<file path="src/rtl/ps2_pkg.sv">
// Shared constants, receiver state encoding and the frame-check helper for
// the PS/2 keyboard front end.
package ps2_pkg;

  localparam logic [7:0] PS2_EXT = 8'hE0;
  localparam logic [7:0] PS2_BRK = 8'hF0;

  localparam int KEY_JUMP  = 0;
  localparam int KEY_LEFT  = 1;
  localparam int KEY_RIGHT = 2;
  localparam int KEY_SHOOT = 3;

  typedef enum logic [1:0] {
    RX_IDLE   = 2'd0,
    RX_DATA   = 2'd1,
    RX_PARITY = 2'd2,
    RX_STOP   = 2'd3
  } rx_state_e;

  // Odd parity over data+parity, and the stop bit must be high.
  function automatic logic frame_ok(input logic [7:0] data, input logic parity,
                                    input logic stop);
    return (^data ^ parity) & stop;
  endfunction

endpackage

</file>
<file path="src/rtl/ps2_rx.sv">
// PS/2 frame receiver: line synchronisers, falling-edge detect, 11-bit frame
// FSM with parity/stop check and an inactivity watchdog.
module ps2_rx
  import ps2_pkg::*;
#(
  parameter int SYNC_STAGES    = 2,
  parameter int TIMEOUT_CYCLES = 20000
) (
  input  logic       clk,
  input  logic       rst,
  input  logic       ps2_clk,
  input  logic       ps2_data,
  output logic [7:0] scan_code,
  output logic       scan_valid,
  output logic       frame_err
);

  localparam int WD_W = $clog2(TIMEOUT_CYCLES + 1);
  localparam logic [WD_W-1:0] WD_LAST = WD_W'(TIMEOUT_CYCLES - 1);

  logic [SYNC_STAGES-1:0] clk_sync_q, clk_sync_d;
  logic [SYNC_STAGES-1:0] data_sync_q, data_sync_d;
  logic                   clk_prev_q, clk_prev_d;
  rx_state_e              state_q, state_d;
  logic [2:0]             bit_cnt_q, bit_cnt_d;
  logic [7:0]             shift_q, shift_d;
  logic                   parity_q, parity_d;
  logic [WD_W-1:0]        wd_q, wd_d;
  logic [7:0]             scan_code_q, scan_code_d;
  logic                   scan_valid_q, scan_valid_d;
  logic                   frame_err_q, frame_err_d;

  logic clk_s, data_s, fall;

  assign clk_s  = clk_sync_q[SYNC_STAGES-1];
  assign data_s = data_sync_q[SYNC_STAGES-1];
  assign fall   = clk_prev_q & ~clk_s;

  always_comb begin
    clk_sync_d   = {clk_sync_q[SYNC_STAGES-2:0], ps2_clk};
    data_sync_d  = {data_sync_q[SYNC_STAGES-2:0], ps2_data};
    clk_prev_d   = clk_s;
    state_d      = state_q;
    bit_cnt_d    = bit_cnt_q;
    shift_d      = shift_q;
    parity_d     = parity_q;
    scan_code_d  = scan_code_q;
    scan_valid_d = 1'b0;
    frame_err_d  = 1'b0;

    if (state_q == RX_IDLE || fall) begin
      wd_d = '0;
    end else begin
      wd_d = wd_q + 1'b1;
    end

    case (state_q)
      RX_IDLE: begin
        if (fall && !data_s) begin
          state_d   = RX_DATA;
          bit_cnt_d = 3'd0;
        end
      end
      RX_DATA: begin
        if (fall) begin
          shift_d   = {data_s, shift_q[7:1]};
          bit_cnt_d = bit_cnt_q + 3'd1;
          if (bit_cnt_q == 3'd7) begin
            state_d = RX_PARITY;
          end
        end
      end
      RX_PARITY: begin
        if (fall) begin
          parity_d = data_s;
          state_d  = RX_STOP;
        end
      end
      RX_STOP: begin
        if (fall) begin
          if (frame_ok(shift_q, parity_q, data_s)) begin
            scan_code_d  = shift_q;
            scan_valid_d = 1'b1;
          end else begin
            frame_err_d = 1'b1;
          end
          state_d = RX_IDLE;
        end
      end
      default: state_d = RX_IDLE;
    endcase

    // A falling edge on the terminal count keeps the frame alive.
    if (state_q != RX_IDLE && !fall && wd_q == WD_LAST) begin
      state_d     = RX_IDLE;
      frame_err_d = 1'b1;
      wd_d        = '0;
    end
  end

  always_ff @(posedge clk) begin
    if (rst) begin
      clk_sync_q   <= '1;
      data_sync_q  <= '1;
      clk_prev_q   <= 1'b1;
      state_q      <= RX_IDLE;
      bit_cnt_q    <= 3'd0;
      wd_q         <= '0;
      scan_code_q  <= 8'h00;
      scan_valid_q <= 1'b0;
      frame_err_q  <= 1'b0;
    end else begin
      clk_sync_q   <= clk_sync_d;
      data_sync_q  <= data_sync_d;
      clk_prev_q   <= clk_prev_d;
      state_q      <= state_d;
      bit_cnt_q    <= bit_cnt_d;
      wd_q         <= wd_d;
      scan_code_q  <= scan_code_d;
      scan_valid_q <= scan_valid_d;
      frame_err_q  <= frame_err_d;
    end
    shift_q  <= shift_d;
    parity_q <= parity_d;
  end

  assign scan_code  = scan_code_q;
  assign scan_valid = scan_valid_q;
  assign frame_err  = frame_err_q;

endmodule

</file>
<file path="src/rtl/ps2_key_decoder.sv">
// PS/2 keyboard front end: receives scan codes and tracks the held state of
// the four game keys, honouring E0 (extended) and F0 (break) prefixes.
module ps2_key_decoder
  import ps2_pkg::*;
#(
  parameter int         SYNC_STAGES    = 2,
  parameter int         TIMEOUT_CYCLES = 20000,
  parameter logic [7:0] SC_JUMP        = 8'h12,
  parameter logic [7:0] SC_LEFT        = 8'h6B,
  parameter logic [7:0] SC_RIGHT       = 8'h74,
  parameter logic [7:0] SC_SHOOT       = 8'h1A
) (
  input  logic       clk,
  input  logic       rst,
  input  logic       ps2_clk,
  input  logic       ps2_data,
  output logic [3:0] keys,
  output logic [7:0] scan_code,
  output logic       scan_valid,
  output logic       frame_err
);

  logic [7:0] rx_code;
  logic       rx_valid;
  logic       rx_err;

  logic [3:0] keys_q, keys_d;
  logic       ext_q, ext_d;
  logic       brk_q, brk_d;

  ps2_rx #(
    .SYNC_STAGES   (SYNC_STAGES),
    .TIMEOUT_CYCLES(TIMEOUT_CYCLES)
  ) u_rx (
    .clk       (clk),
    .rst       (rst),
    .ps2_clk   (ps2_clk),
    .ps2_data  (ps2_data),
    .scan_code (rx_code),
    .scan_valid(rx_valid),
    .frame_err (rx_err)
  );

  always_comb begin
    keys_d = keys_q;
    ext_d  = ext_q;
    brk_d  = brk_q;
    // A rejected frame may have been the key the pending prefix belonged to.
    if (rx_err) begin
      ext_d = 1'b0;
      brk_d = 1'b0;
    end else if (rx_valid) begin
      if (rx_code == PS2_EXT) begin
        ext_d = 1'b1;
      end else if (rx_code == PS2_BRK) begin
        brk_d = 1'b1;
      end else begin
        if (!ext_q && rx_code == SC_JUMP)  keys_d[KEY_JUMP]  = ~brk_q;
        if (ext_q  && rx_code == SC_LEFT)  keys_d[KEY_LEFT]  = ~brk_q;
        if (ext_q  && rx_code == SC_RIGHT) keys_d[KEY_RIGHT] = ~brk_q;
        if (!ext_q && rx_code == SC_SHOOT) keys_d[KEY_SHOOT] = ~brk_q;
        ext_d = 1'b0;
        brk_d = 1'b0;
      end
    end
  end

  always_ff @(posedge clk) begin
    if (rst) begin
      keys_q <= 4'b0000;
      ext_q  <= 1'b0;
      brk_q  <= 1'b0;
    end else begin
      keys_q <= keys_d;
      ext_q  <= ext_d;
      brk_q  <= brk_d;
    end
  end

  assign keys       = keys_q;
  assign scan_code  = rx_code;
  assign scan_valid = rx_valid;
  assign frame_err  = rx_err;

endmodule
</file>
<file path="config.mk">
export PLATFORM = sky130hd
export DESIGN_NAME = ps2_key_decoder
export DESIGN_NICKNAME = d
export VERILOG_FILES = /design/src/rtl/ps2_pkg.sv /design/src/rtl/ps2_rx.sv /design/src/rtl/ps2_key_decoder.sv
export SDC_FILE = /design/constraint.sdc
export NUM_CORES = 1
export LEC_CHECK = 0
export CAP_MARGIN = 20
export CORE_ASPECT_RATIO = 1.75
export CORE_MARGIN = 3
export CORE_UTILIZATION = 40
export DETAILED_ROUTE_END_ITERATION = 6
export HOLD_SLACK_MARGIN = 0.12
export PLACE_DENSITY_LB_ADDON = 0.3
export SKIP_LAST_GASP = 1
export SLEW_MARGIN = 15
export SYNTH_ARGS = -nofsm -noshare
export SYNTH_HDL_FRONTEND = slang
export SYNTH_SLANG_ARGS = --single-unit
</file>
<file path="constraint.sdc">
create_clock -name clk -period 2.1 [get_ports clk]
set_clock_uncertainty 0.15 [all_clocks]
set_input_delay 0.42 -clock clk [delete_from_list [all_inputs] [get_ports clk]]
set_output_delay 0.42 -clock clk [all_outputs]
set_load 0.005 [all_outputs]
</file>
---- Yosys cells after proc, flatten, opt, wreduce, memory -nomap -nowiden ----
Cells that the tools add are included.
operators by class
  multiplexer cells ....................... 17
  add/sub/neg operators ................... 2
  shifts and indexed selects .............. 0
  divide/modulo/power cells ............... 0
  order comparisons ....................... 0
  equal/unequal tests ..................... 17
  multiply operators ...................... 0
  bitwise operators ....................... 10
  reductions and logical operators ........ 30
operators with widths
  cell                     count
  $reduce_and A5 Y1        5
  $eq A8 B5 Y1 const B     2
  $eq A8 B7 Y1 const B     2
  $eq A8 B8 Y1 const B     2
  $add A15 B1 Y15 const B  1
  $eq A15 B15 Y1 const B   1
  $mux W2                  5
  $mux W1                  8
  $ne A2 B1 Y1 const B     4
  $pmux W2 S4              1
  $reduce_and A2 Y1        4
  $reduce_xor A8 Y1        1
  $logic_and A1 B1 Y1      7
  $not A1 Y1               7
  $mux W3                  2
  $pmux W3 S2              1
  $reduce_and A3 Y1        2
  $reduce_or A3 Y1         2
  $eq A2 B2 Y1 const B     2
  $ne A2 B2 Y1 const B     2
  $reduce_bool A2 Y1       2
  $reduce_or A2 Y1         2
  $add A3 B1 Y3 const B    1
  $eq A3 B3 Y1 const B     1
  6 further kinds          9
storage, ports and cells
  bits in read-only memories .............. 0
  input bits .............................. 4
  bits in latches ......................... 0
  register bits ........................... 50
  memories ................................ 0
  memory bits (writable) .................. 0
  word-level logic and storage cells ...... 93

---- Longest topological paths before layout ----
  word-level depth ........................ 7
  gate-level depth with buffers ........... 6

---- Modules after synthesis ----
A second synthesis with hierarchy kept.
unflattened totals
  cell total of the unflattened synthesis .. 226
  area, all modules ....................... 2,316.0 um2
by module, submodules not included
  module           sequential area each (um2)  times used  area an instance (um2)  cells each
  ps2_rx           970.9                       1           1,969.4                 191
  ps2_key_decoder  120.1                       1           346.6                   35

---- Least setup slack after synthesis ----
No wires, ideal clock.
  path kind ............................... flip-flop to flip-flop
  start point ............................. reg u_rx.wd_q[6]
  end point ............................... reg u_rx.state_q[0]
  setup time .............................. 0.147 ns
  clock period less this slack ............ 1.941 ns
  path slack .............................. 0.159 ns
  stages on the path, launching flop included .. 5
  arrival ................................. 1.644 ns
  buffers on the path ..................... 0
  cell sequence ........................... dfxtp_1 -> or4b_4 -> or4_4 -> o31ai_2 -> a211oi_1
on the way
  longest elaborated chain between the ends .. 3
ends and longest elaborated chain
  element                     line           source
  from (decl)                 ps2_rx.sv:28   logic [WD_W-1:0] wd_q, wd_d;
  from (signal assigned)      ps2_rx.sv:118  wd_q <= wd_d;
  $eq A15 B15 Y1              ps2_rx.sv:94   if (state_q != RX_IDLE && !fall && wd_q == WD_LAST) begin
  $logic_and A1 B1 Y1         ps2_rx.sv:94
  $reduce_or A2 Y1 (no line)  --
  to (signal assigned)        ps2_rx.sv:116  state_q <= state_d;
  to (decl)                   ps2_rx.sv:24   rx_state_e state_q, state_d;
No other way between the ends.
A chain may end at the register's enable or synchronous reset.

---- Worst setup path in the final report ----
  start point ............................. reg u_rx.wd_q[6]
  end point ............................... reg u_rx.wd_q[3]
on the way
  longest elaborated chain between the ends .. 3
ends and longest elaborated chain
  element                     line
  $eq A15 B15 Y1              ps2_rx.sv:94
  $logic_and A1 B1 Y1         ps2_rx.sv:94
  $reduce_or A3 Y1 (no line)  --
No other way between the ends.

==> results.sh <==
export IMPL_io_buffers=17
export IMPL_numCtsBuffers=5
export IMPL_synthFlopType="dfxtp_1"
export IMPL_p_leak_nw=0.937
export IMPL_grt_max_degree=20
export IMPL_min_delay_start="u_rx.data_sync_q[0]"
export IMPL_die_w_um=62.9
export IMPL_nets=264
export IMPL_drtAntennaViolNets=0
export IMPL_dr_pass1_iters=4
export IMPL_powerDensity_nw_per_um2=722
export IMPL_slew_violations=0
export IMPL_hold_path_end="u_rx.data_sync_q[1]"
export IMPL_placementRows=35
export IMPL_cts_tree="built"
export IMPL_drive_gt1_share_pct=15.7
export IMPL_globalplace_congestion=0.823
export IMPL_post_drt_wl_per_cell_um=12.5
export IMPL_power_w=0.00197
export IMPL_io_pins=18
export IMPL_synth_top_area_cell="dfxtp_1"
export IMPL_synth_area_top_cells="dfxtp_1, edfxtp_1, mux2i_1"
export IMPL_num_vias=1647
export IMPL_areaGrowthSynthToFinish_pct=20.0
export IMPL_max_cap_viol_count=0
export IMPL_drcViolationCount=0
export IMPL_mostFrequentLayoutCell="dfxtp_1"
export IMPL_post_cts_buffers=0
export IMPL_reg2reg_from="u_rx.wd_q[6]"
export IMPL_die_area_um2=6650
export IMPL_drt_iter0_drc=47
export IMPL_synth_edf_count=9
export IMPL_start_util_pct=42.1
export IMPL_htree_levels=2
export IMPL_cp_data_arrival_time_ps=2030
export IMPL_fmax_ghz=0.503
export IMPL_hold_viol=0
export IMPL_viasPerCell=5.02
export IMPL_worstSetupPathType="reg -> reg"
export IMPL_yosys_area_top_type_share_pct=36.2
export IMPL_tightest_slew_ps=487
export IMPL_antenna_found_initial=0
export IMPL_holdWs_ps=264
export IMPL_drt_wl_total_um=4100
export IMPL_start_kind="register"
export IMPL_finalCriticalPeriod_ps=1990
export IMPL_fin_util_pct=50.5
export IMPL_root_buffer="clkbuf_8"
export IMPL_netlist_instances=223
export IMPL_clkSinkCount=50
export IMPL_clockBufferDepth=2
export IMPL_clk_pin_slew_ps=80
export IMPL_ys_ff_latch=50
export IMPL_pre_cts_slack_ps=114
export IMPL_ys_seq_area_share_pct=48.1
export IMPL_netlist_area_um2=2270
export IMPL_slew_headroom_pct=67.2
export IMPL_grt_pass1_wl_um=7040
export IMPL_synth_avg_cell_area_um2=10.2
export IMPL_setup_viol=0
export IMPL_grt_use_total_pct=13.5
export IMPL_worstPathRequired_ps=2140
export IMPL_r2r_cells=4
export IMPL_whs_path_depth=1
export IMPL_grt_pass1_vias=1618
export IMPL_mostFrequentLayoutCells="dfxtp_1, nand2_1, nor2_1"
export IMPL_dp_hpwl_um=3160
export IMPL_die_h_um=106
export IMPL_period_share_pct=94.8
export IMPL_fp_coreArea_um2=5390
export IMPL_hp_class="reg -> reg"
export IMPL_yosysUniqueCellTypes=42
export IMPL_status="completed"
export IMPL_async_flop_share_pct=0
export IMPL_fin_tns_setup_ps=0
export IMPL_cp_end_kind="register"
export IMPL_clock_latency_ps=300
export IMPL_synth_nets=234
export IMPL_rsz0062_at_grt="no"
export IMPL_yosys_warnings=0
export IMPL_fin_ws_ps=110
export IMPL_overflow=0
export IMPL_r2r_end="u_rx.wd_q[3]"
export IMPL_rrSetupSlack_ps=110
export IMPL_vdd_ir_drop_worst_v=0.000508
export IMPL_critical_path_max_fanout=14
export IMPL_nFillCells=515
export IMPL_diodes=0
-- sequential cells by signal, indices dropped and copies added (netlist names), 2 cells and up --
signal	cells
u_rx.wd_q	15
u_rx.scan_code	8
u_rx.shift_q	8
keys	4
u_rx.bit_cnt_q	3
u_rx.clk_sync_q	2
u_rx.data_sync_q	2
u_rx.state_q	2
-- worst max-delay path, cell delays in order (launching register included) --
cell and delay, ps:
dfxtp_1 360, or4b_4 550, or4_4 530, nand2_4 220, nor2_1 80
-- power by group --
part | internal, W | switching, W | total [W]
logic | 0.0000752 | 0.000103 | 0.000178
registers | 0.000996 | 0.0000195 | 0.00102
clock network | 0.000471 | 0.000301 | 0.000772
total | 0.00154 | 0.000423 | 0.00197
-- logic make-up (layout without fill, tap and decap cells) --
kind of cell / after synthesis / count (layout) / synth area share, %
AOI/OAI and AO/OA: 14 / 14 / 4.19
xor gates and xnor gates: 19 / 19 / 9.21
adders and majority gates: 7 / 7 / 3.86
buffers and inverters: 12 / 43 / 2.70
DFF: 50 / 50 / 48.1
muxes: 14 / 14 / 6.73
and+or+nand+nor: 107 / 107 / 25.2
-- stage by stage --
step	cells	area, um2
floorplan	223	2270
global placement	320	2590
detailed placement	320	2590
CTS	328	2720
global route	328	2720
finish	328	2720
-- layer usage --
layer  wire length, um  global-route usage (%)  up-vias  part of all wire [%]
met5                 0                       0        -                     0
met4               131                    7.74        0                   3.2
met3               122                    3.52       11                   3.0
met2              2320                    26.1       24                    57
met1              1520                    12.3      783                    37
li1                  -                       -      829                     -
-- worst max-delay path by stage --
stage / start / endpoint / slack (ps)
floorplan: u_rx.wd_q[6] / u_rx.state_q[0] / 160
global placement: u_rx.shift_q[5] / u_rx.scan_code[3] / 110
detailed placement: u_rx.wd_q[6] / u_rx.wd_q[3] / 110
CTS: u_rx.shift_q[5] / u_rx.scan_code[3] / 90
global route: u_rx.shift_q[5] / u_rx.scan_code[3] / 30
finish: u_rx.wd_q[6] / u_rx.wd_q[3] / 110
-- layout make-up --
class | count | area, um2 | share of cell area, %
clock buffer | 5 | 68.8 | 2.53
clock inverter | 3 | 63.8 | 2.34
inverter | 8 | 30.0 | 1.10
multi-input combinational | 161 | 1120 | 41.0
sequential | 50 | 1090 | 40.1
tap | 74 | 92.6 | 3.40
timing repair buffer | 27 | 258 | 9.47
-- cell usage after synthesis, types with 4 or more instances --
| library cell | instances |
|---|---|
| a21oi_1 | 4 |
| dfxtp_1 | 41 |
| edfxtp_1 | 9 |
| ha_1 | 7 |
| inv_1 | 7 |
| mux2i_1 | 13 |
| nand2_1 | 26 |
| nand3_1 | 8 |
| nand4_1 | 7 |
| nor2_1 | 18 |
| nor2_2 | 10 |
| nor3_1 | 5 |
| nor4_1 | 6 |
| or2_2 | 7 |
| xnor2_1 | 13 |
-- what timing repair did --
item,in CTS,in global routing
gates resized for setup,0,1
endpoints found under the setup margin,0,1
hold buffers,0,0
Note: power is estimated with default switching activity, not from simulation.
